$ cat src/rtl/nes_rom_loader_pkg.sv
// Shared types and constants for the iNES image loader.
// The enum, magic word and block sizes describe the iNES file layout.
package nes_rom_loader_pkg;

   typedef enum logic [2:0] {
      IDLE,
      HDR,
      SKIP,
      PRG,
      CHR,
      DONE,
      ERR
   } state_t;

   // "NES" followed by MS-DOS EOF, first image byte in the top octet
   localparam logic [31:0] INES_MAGIC = 32'h4E45_531A;

   localparam int HDR_LEN     = 16;
   localparam int TRAINER_LEN = 512;
   localparam int PRG_BANK_SZ = 16384;
   localparam int CHR_BANK_SZ = 8192;

   localparam int CFG_PRG32K  = 33;
   localparam int CFG_MIRROR  = 16;

endpackage

$ cat src/rtl/ines_hdr_check.sv
// Combinational header validation: bank-count limits and mapper-0 check,
// plus the derived trainer flag and PRG/CHR payload lengths in bytes.
module ines_hdr_check
   import nes_rom_loader_pkg::*;
#(
   parameter int MAX_PRG_BANKS = 2,
   parameter int MAX_CHR_BANKS = 1
)
(
   input  logic [7:0]  prg_banks,
   input  logic [7:0]  chr_banks,
   input  logic [7:0]  flags6,
   input  logic [7:0]  flags7,
   output logic        valid,
   output logic        trainer,
   output logic [15:0] prg_len,
   output logic [13:0] chr_len
);

   // Mirroring, battery and four-screen bits pass through cfg_out untouched
   logic unused_flags;
   assign unused_flags = ^{flags6[3], flags6[1:0], flags7[3:0]};

   assign valid = (prg_banks != 8'd0)
                && (int'(prg_banks) <= MAX_PRG_BANKS)
                && (int'(chr_banks) <= MAX_CHR_BANKS)
                && (flags6[7:4] == 4'd0)
                && (flags7[7:4] == 4'd0);

   assign trainer = flags6[2];
   assign prg_len = 16'(prg_banks) * 16'(PRG_BANK_SZ);
   assign chr_len = 14'(chr_banks) * 14'(CHR_BANK_SZ);

endmodule

$ cat src/rtl/nes_rom_loader.sv
// Streams an iNES image into the cartridge PRG/CHR RAMs through their write
// ports, owning the cartridge bus (busy_out) for the duration of a load.
module nes_rom_loader
   import nes_rom_loader_pkg::*;
#(
   parameter int MAX_PRG_BANKS = 2,
   parameter int MAX_CHR_BANKS = 1
)
(
   input  logic        clk_in,
   input  logic        rst_n_in,
   input  logic        start_in,
   input  logic [7:0]  byte_in,
   input  logic        byte_valid_in,
   output logic        byte_ready_out,
   output logic [39:0] cfg_out,
   output logic        cfg_upd_out,
   output logic        prg_nce_out,
   output logic [14:0] prg_a_out,
   output logic        prg_r_nw_out,
   output logic [7:0]  prg_d_out,
   output logic [13:0] chr_a_out,
   output logic        chr_r_nw_out,
   output logic [7:0]  chr_d_out,
   output logic        busy_out,
   output logic        done_out,
   output logic        err_out
);

   state_t      state_reg;
   logic [14:0] idx_reg;
   logic [39:0] hdr_reg;

   logic        accept;
   logic        hdr_valid;
   logic        hdr_trainer;
   logic [15:0] prg_len;
   logic [13:0] chr_len;
   logic [3:0]  magic_hit;
   logic        magic_bad;
   logic        last_prg;
   logic        last_chr;

   assign accept = byte_valid_in & byte_ready_out;

   for (genvar gi = 0; gi < 4; gi++) begin : g_magic
      assign magic_hit[gi] = (byte_in == INES_MAGIC[31-8*gi -: 8]);
   end

   assign magic_bad = (idx_reg < 15'd4) && !magic_hit[idx_reg[1:0]];
   assign last_prg  = ({1'b0, idx_reg} == (prg_len - 16'd1));
   assign last_chr  = (idx_reg == {1'b0, chr_len - 14'd1});

   // hdr_reg holds header bytes 4..8 in cfg_out order
   ines_hdr_check #(
      .MAX_PRG_BANKS (MAX_PRG_BANKS),
      .MAX_CHR_BANKS (MAX_CHR_BANKS)
   ) u_hdr_check (
      .prg_banks (hdr_reg[39:32]),
      .chr_banks (hdr_reg[31:24]),
      .flags6    (hdr_reg[23:16]),
      .flags7    (hdr_reg[15:8]),
      .valid     (hdr_valid),
      .trainer   (hdr_trainer),
      .prg_len   (prg_len),
      .chr_len   (chr_len)
   );

   always_ff @(posedge clk_in or negedge rst_n_in) begin
      if (!rst_n_in) begin
         state_reg      <= IDLE;
         idx_reg        <= 15'd0;
         hdr_reg        <= 40'd0;
         byte_ready_out <= 1'b0;
         cfg_out        <= 40'd0;
         cfg_upd_out    <= 1'b0;
         prg_nce_out    <= 1'b1;
         prg_a_out      <= 15'd0;
         prg_r_nw_out   <= 1'b1;
         prg_d_out      <= 8'd0;
         chr_a_out      <= 14'd0;
         chr_r_nw_out   <= 1'b1;
         chr_d_out      <= 8'd0;
         busy_out       <= 1'b0;
         done_out       <= 1'b0;
         err_out        <= 1'b0;
      end else begin
         cfg_upd_out  <= 1'b0;
         prg_nce_out  <= 1'b1;
         prg_r_nw_out <= 1'b1;
         chr_r_nw_out <= 1'b1;

         // Write strobes follow the accept regardless of a restart, so a
         // byte taken on the same edge as start_in still reaches RAM.
         if (accept && state_reg == PRG) begin
            prg_nce_out  <= 1'b0;
            prg_r_nw_out <= 1'b0;
            prg_a_out    <= idx_reg;
            prg_d_out    <= byte_in;
         end
         if (accept && state_reg == CHR) begin
            chr_r_nw_out <= 1'b0;
            chr_a_out    <= {1'b0, idx_reg[12:0]};
            chr_d_out    <= byte_in;
         end

         if (start_in) begin
            state_reg      <= HDR;
            idx_reg        <= 15'd0;
            byte_ready_out <= 1'b1;
            busy_out       <= 1'b1;
            done_out       <= 1'b0;
            err_out        <= 1'b0;
         end else begin
            case (state_reg)
               HDR: if (accept) begin
                  idx_reg <= idx_reg + 15'd1;
                  for (int i = 0; i < 5; i++) begin
                     if (idx_reg == 15'(i + 4))
                        hdr_reg[39-8*i -: 8] <= byte_in;
                  end
                  if (magic_bad) begin
                     state_reg      <= ERR;
                     err_out        <= 1'b1;
                     busy_out       <= 1'b0;
                     byte_ready_out <= 1'b0;
                  end else if (idx_reg == 15'(HDR_LEN - 1)) begin
                     idx_reg <= 15'd0;
                     if (hdr_valid) begin
                        cfg_out     <= hdr_reg;
                        cfg_upd_out <= 1'b1;
                        state_reg   <= hdr_trainer ? SKIP : PRG;
                     end else begin
                        state_reg      <= ERR;
                        err_out        <= 1'b1;
                        busy_out       <= 1'b0;
                        byte_ready_out <= 1'b0;
                     end
                  end
               end
               SKIP: if (accept) begin
                  if (idx_reg == 15'(TRAINER_LEN - 1)) begin
                     idx_reg   <= 15'd0;
                     state_reg <= PRG;
                  end else begin
                     idx_reg <= idx_reg + 15'd1;
                  end
               end
               PRG: if (accept) begin
                  if (last_prg) begin
                     idx_reg <= 15'd0;
                     if (chr_len != 14'd0) begin
                        state_reg <= CHR;
                     end else begin
                        state_reg      <= DONE;
                        byte_ready_out <= 1'b0;
                     end
                  end else begin
                     idx_reg <= idx_reg + 15'd1;
                  end
               end
               CHR: if (accept) begin
                  if (last_chr) begin
                     idx_reg        <= 15'd0;
                     state_reg      <= DONE;
                     byte_ready_out <= 1'b0;
                  end else begin
                     idx_reg <= idx_reg + 15'd1;
                  end
               end
               DONE: begin
                  done_out  <= 1'b1;
                  busy_out  <= 1'b0;
                  state_reg <= IDLE;
               end
               ERR:     state_reg <= IDLE;
               default: state_reg <= IDLE;
            endcase
         end
      end
   end

endmodule

$ cat config.mk
export PLATFORM = sky130hd
export DESIGN_NAME = nes_rom_loader
export DESIGN_NICKNAME = d
export VERILOG_FILES = /design/src/rtl/nes_rom_loader_pkg.sv /design/src/rtl/ines_hdr_check.sv /design/src/rtl/nes_rom_loader.sv
export SDC_FILE = /design/constraint.sdc
export NUM_CORES = 1
export LEC_CHECK = 0
export CAP_MARGIN = 40
export CORE_MARGIN = 10
export CORE_UTILIZATION = 57
export CTS_BUF_LIST = sky130_fd_sc_hd__clkbuf_4
export DETAILED_ROUTE_END_ITERATION = 16
export PLACE_DENSITY_LB_ADDON = 0.12
export REMOVE_ABC_BUFFERS = 1
export SLEW_MARGIN = 20
export SYNTH_ARGS = -nofsm -noshare
export SYNTH_HDL_FRONTEND = slang
export SYNTH_HIERARCHICAL = 1
export SYNTH_SLANG_ARGS = --single-unit
$ cat constraint.sdc
create_clock -name clk_in -period 3.2 [get_ports clk_in]
set_input_delay 0.64 -clock clk_in [delete_from_list [all_inputs] [get_ports clk_in]]
set_output_delay 0.64 -clock clk_in [all_outputs]
set_load 0.005 [all_outputs]
* Yosys cells after proc, flatten, opt, wreduce, memory -nomap -nowiden
Cells that the tools add are included.
** Word-level totals
- Register bits :: 149
- Input bits :: 12
- Logic and storage cells :: 143
** Operators by class
- $add $sub $neg :: 3
- Eq/ne operators :: 29
- Mux-type cells :: 56
- Reduce and logical (&&, ||, !) cells :: 29
- Order comparisons :: 4
- Bitwise logic cells :: 3
** Operators by type and width (number)
- $mux W15 :: 10
- $eq A15 B3 Y1 const B :: 4
- $pmux W15 S4 :: 1
- $mux W3 :: 11
- $eq A15 B4 Y1 const B :: 2
- $mux W1 :: 30
- $reduce_and A4 Y1 :: 7
- $eq A8 B7 Y1 const B :: 3
- $ne A3 B3 Y1 const B :: 8
- $eq A15 B16 Y1 :: 1
- $sub A16 B1 Y16 const B :: 1
- $add A15 B1 Y15 const B :: 1
- $eq A15 B14 Y1 :: 1
- $eq A15 B9 Y1 const B :: 1
- $lt A15 B3 Y1 const B :: 1
- $sub A14 B1 Y14 const B :: 1
- $pmux W3 S4 :: 1
- $reduce_and A9 Y1 :: 1
- $eq A8 B5 Y1 const B :: 1
- $le A8 B1 Y1 const B :: 1
- $le A8 B2 Y1 const B :: 1
- $logic_not A4 Y1 :: 2
- $ne A4 B4 Y1 const B :: 2
- $reduce_and A8 Y1 :: 1
- other kinds (19) :: 31

* Longest topological paths before layout
- Word-level depth :: 11
- Gate-level depth with buffers :: 14
- Depth with buffers taken out :: 10

* By module
The synthesis kept the hierarchy.
** By module, submodules not included
- nes_rom_loader :: instances 1, sequential area each 3731.1 um2, cells an instance 729, area each 7428.4 um2
- ines_hdr_check :: instances 1, sequential area each 0.0 um2, cells an instance 42, area each 305.3 um2

* Least setup slack after synthesis
Ideal clock, no wire load.
- Path type :: input to register
- Start :: input byte_in[3]
- End :: register cfg_out[0]
- Library setup time :: 0.117 ns
- Data required time :: 3.083 ns
- Path buffers :: 3
- Cell stages on the path :: 10
- Arrival time :: 2.438 ns
- Path slack :: 0.645 ns
- Path through :: clkbuf_1 -> nor4bb_1 -> o21ai_0 -> a211oi_1 -> o41ai_1 -> or3_1 -> clkbuf_1 -> clkbuf_1 -> nand2_1 -> nand2_1
** Between the ends
- Word-level cells in the longest chain between the ends :: 7
- Elaborated cells between the ends (all ways) :: 10
- Those cells by class :: eq/ne: 4; mux: 2; bitwise: 1; reduce/logical: 3
** Ends and longest elaborated chain
- start: declaration :: line nes_rom_loader.sv:13 : input logic [7:0] byte_in,
- $eq A8 B7 Y1 or $eq A8 B5 Y1 (tied branches) :: line nes_rom_loader.sv:47 : assign magic_hit[gi] = (byte_in == INES_MAGIC[31-8*gi -: 8]);
- $bmux W1 S2 * :: line nes_rom_loader.sv:50 : assign magic_bad = (idx_reg < 15'd4) && !magic_hit[idx_reg[1:0]];
- $mux W1 (implied by the code) * :: line nes_rom_loader.sv:50
- $logic_not A1 Y1 * :: line nes_rom_loader.sv:50
- $logic_and A1 B1 Y1 * :: line nes_rom_loader.sv:50
- $not A1 Y1 (no source line) *
- $reduce_and A6 Y1 (no source line) *
- end signal: assignment :: line nes_rom_loader.sv:130 : cfg_out <= hdr_reg;
- end: declaration :: line nes_rom_loader.sv:16 : output logic [39:0] cfg_out,
Mark *: on every way between the ends. The rest lies on a longest branch, timed or not. The select of a mux whose other input is x is not followed.
A chain may end at the register's enable or synchronous reset.

* Final worst setup path
- Start :: register idx_reg[13]
- End :: register hdr_reg[17]
** Between the ends
- Word-level cells in the longest chain between the ends :: 2
** Ends and longest elaborated chain
- start: declaration :: line nes_rom_loader.sv:31 : logic [14:0] idx_reg;
- start signal: assignment :: line nes_rom_loader.sv:117 : idx_reg <= idx_reg + 15'd1;
- start signal: assignment :: line nes_rom_loader.sv:146 : idx_reg <= idx_reg + 15'd1;
- start signal: assignment :: line nes_rom_loader.sv:159 : idx_reg <= idx_reg + 15'd1;
- $eq A15 B3 Y1 :: line nes_rom_loader.sv:119 : if (idx_reg == 15'(i + 4))
- $reduce_and A4 Y1 (no source line)
- end signal: indexed assignment :: line nes_rom_loader.sv:120 : hdr_reg[39-8*i -: 8] <= byte_in;
- end: declaration :: line nes_rom_loader.sv:32 : logic [39:0] hdr_reg;
Every way passes these cells.

==> flow_summary.ini <==
[die]
die_x_um = 136
die_y_um = 136
rows = 42
boundaryPins = 105
initial_core_util_pct = 58.4
core_area_um2 = 13200
die-area_um2 = 18600

[detailed_routing]
drtPass1Iterations = 7
viasPerCell = 5.65
route.vias.total = 6072
route.detailed.drc = 0
routedWlPerCell_um = 18.3
drtAntennaViolNets = 0
drt_first_iter_violations = 448
wirelength_um = 19600

[timing]
relSlewSlack_pct = 56.2
hold_viol_final = 0
setup_viol = 0
worst_slew_pin_slew_ns = 0.657
rsz0062_at_grt = false
period_share_pct = 86.3
maxSlewViolCount = 0
hold_ws_ns = 0.0730
worst_slack_ns = 0.437
timing.setup.tns_ns = 0
skew_ns = 0.0243
fmax_mhz = 362
fin_crit_ns = 2.76

[min_path]
hold_path.class = in2async

[synthesis]
synth_enable_flop_cells = 0
synth-seq-cells = 149
synth_area_leaders = dfrtp_1 48%, mux2_2 12%, nand2_1 8.3%, buf_4 3.2%, xor2_1 2.2%
netlist_area_um2 = 7730
yosysWarnings = 6
async_reset_ff_share_pct = 100
synth_ff_type = dfrtp_1
ys_top_cells_by_count = 172 x nand2_1, 147 x dfrtp_1, 79 x mux2_2, 38 x nor2_1, 33 x buf_4
ys_seq_area_share_pct = 48.2
synth.most_common_cell = nand2_1
synth_area_per_cell_um2 = 10.0
ys_types = 64
syn_inst = 771
synth.top_cell.area_share_pct = 47.6
yosysTopAreaCell = dfrtp_1

[finish]
utilization_pct = 70.2
multi_input_area_um2 = 3620
seqCellArea_um2 = 3730
fin_area_um2 = 9300
nFillCells = 1039
fin_cells = 1075
area_growth_pct = 20.3
fin_nets = 904
drive_gt1_share_pct = 19.2

[cts]
cts_tree = done
htreeDepth = 4
cts_sinks = 149
post_cts.repair.setup_buffers = 0
cts.clk_slew.worst_paths_ns = 0.13
numCtsBuffers = 17
clk_path_buf_depth = 2
insertion_delay_ns = 0.57
cts_root_buf = clkbuf_4
cts_hold_buf = 0
post_cts_resized = 0

[power]
fin_total_pwr_mw = 5.00
p_leak_nw = 4.48
power_density_nw_per_um2 = 538
vdd_drop_max_mv = 0.604

[place]
dpl.hpwl_um = 14400
portBuffers = 103
dpl-instance-area_um2 = 9000
dp_slack_ns = 0.113
place.gp.congestion = 0.897
dp.cells = 1042

[critical_path]
cp_data_arrival_time_ns = 3.22
critical_path_required_ns = 3.66
worstSetupPathType = reg2reg
cp-start-kind = flop
critPathCaptureType = flop
critPathMaxFanout = 8

[global_route]
overflow = 0
track_usage_pct = 21.6
antenna_found_initial = 1
grt_pass1_wl_um = 31700
first_global_vias = 6076
grt_start_max_net_pins = 72

[status]
status = finished, final reports clean

[flow_run]
cap_violations = 0
==> power breakdown <==
part           switching (mW)  internal (mW)  total [mW]
combinational           0.662          0.742        1.40
clock                   0.744          0.485        1.23
sequential              0.244           2.13        2.37
==> area by class of cell <==
class | instances | area share (%)
inverter | 15 | 0.605
multi-input combinational | 559 | 39.0
clock inverter | 15 | 1.80
sequential | 149 | 40.1
antenna | 1 | 0.0269
tap | 176 | 2.37
timing repair buffer | 143 | 14.7
clock buffer | 17 | 1.37
==> worst max-delay path: stages, from the launching register on <==
cell     delay [ns]
dfrtp_1        0.53
nor4_2         0.34
nand4_1        0.21
or4_1          0.62
nor3_2         0.24
nand2_1        0.30
mux2_1         0.41
==> cells in the final DEF (no fill, tap or decap), types with 9 or more instances in the layout <==
cell and n:
a21oi_1 9, and2_1 9, buf_4 37, clkbuf_4 17, clkdlybuf4s50_1 102, conb_1 28, dfrtp_1 147, inv_1 14
mux2_2 79, nand2_1 172, nand3_1 14, nor2_1 37, nor2b_1 9, nor3_1 20, nor4_1 10, o21ai_0 9
o221ai_1 10, xnor2_1 17, xor2_1 19
==> worst paths after layout <==
path / startpoint / to / slack [ns] / cells past startpoint
max in group asynchronous: rst_n_in / prg_r_nw_out / 2.33 / 2
min in group clk_in: hdr_reg[11] / cfg_out[11] / 0.49 / 2
worst min register to register: hdr_reg[11] / cfg_out[11] / 0.49 / 2
worst max register to register: idx_reg[13] / hdr_reg[17] / 0.44 / 6
worst min-delay path: rst_n_in / chr_a_out[9] / 0.07 / 1
worst max-delay path: idx_reg[13] / hdr_reg[17] / 0.44 / 6
==> logic make-up after synthesis <==
group,share of synthesized area (%)
AOI/OAI and AO/OA,6.94
xor gates and xnor gates,4.08
adders and majority gates,1.13
buffers and inverters,6.24
DFF,48.2
muxes,12.5
other,0.0971
and+or+nand+nor,20.7
==> per-layer routing <==
layer,up-vias,global-route usage (%),share of wire [%]
met5,-,0,0
met4,0,6.75,1.5
met3,34,6.61,6.7
met2,173,33.9,47
met1,3029,27.9,44
li1,2836,-,-
Power figures use the tool's default switching activity.
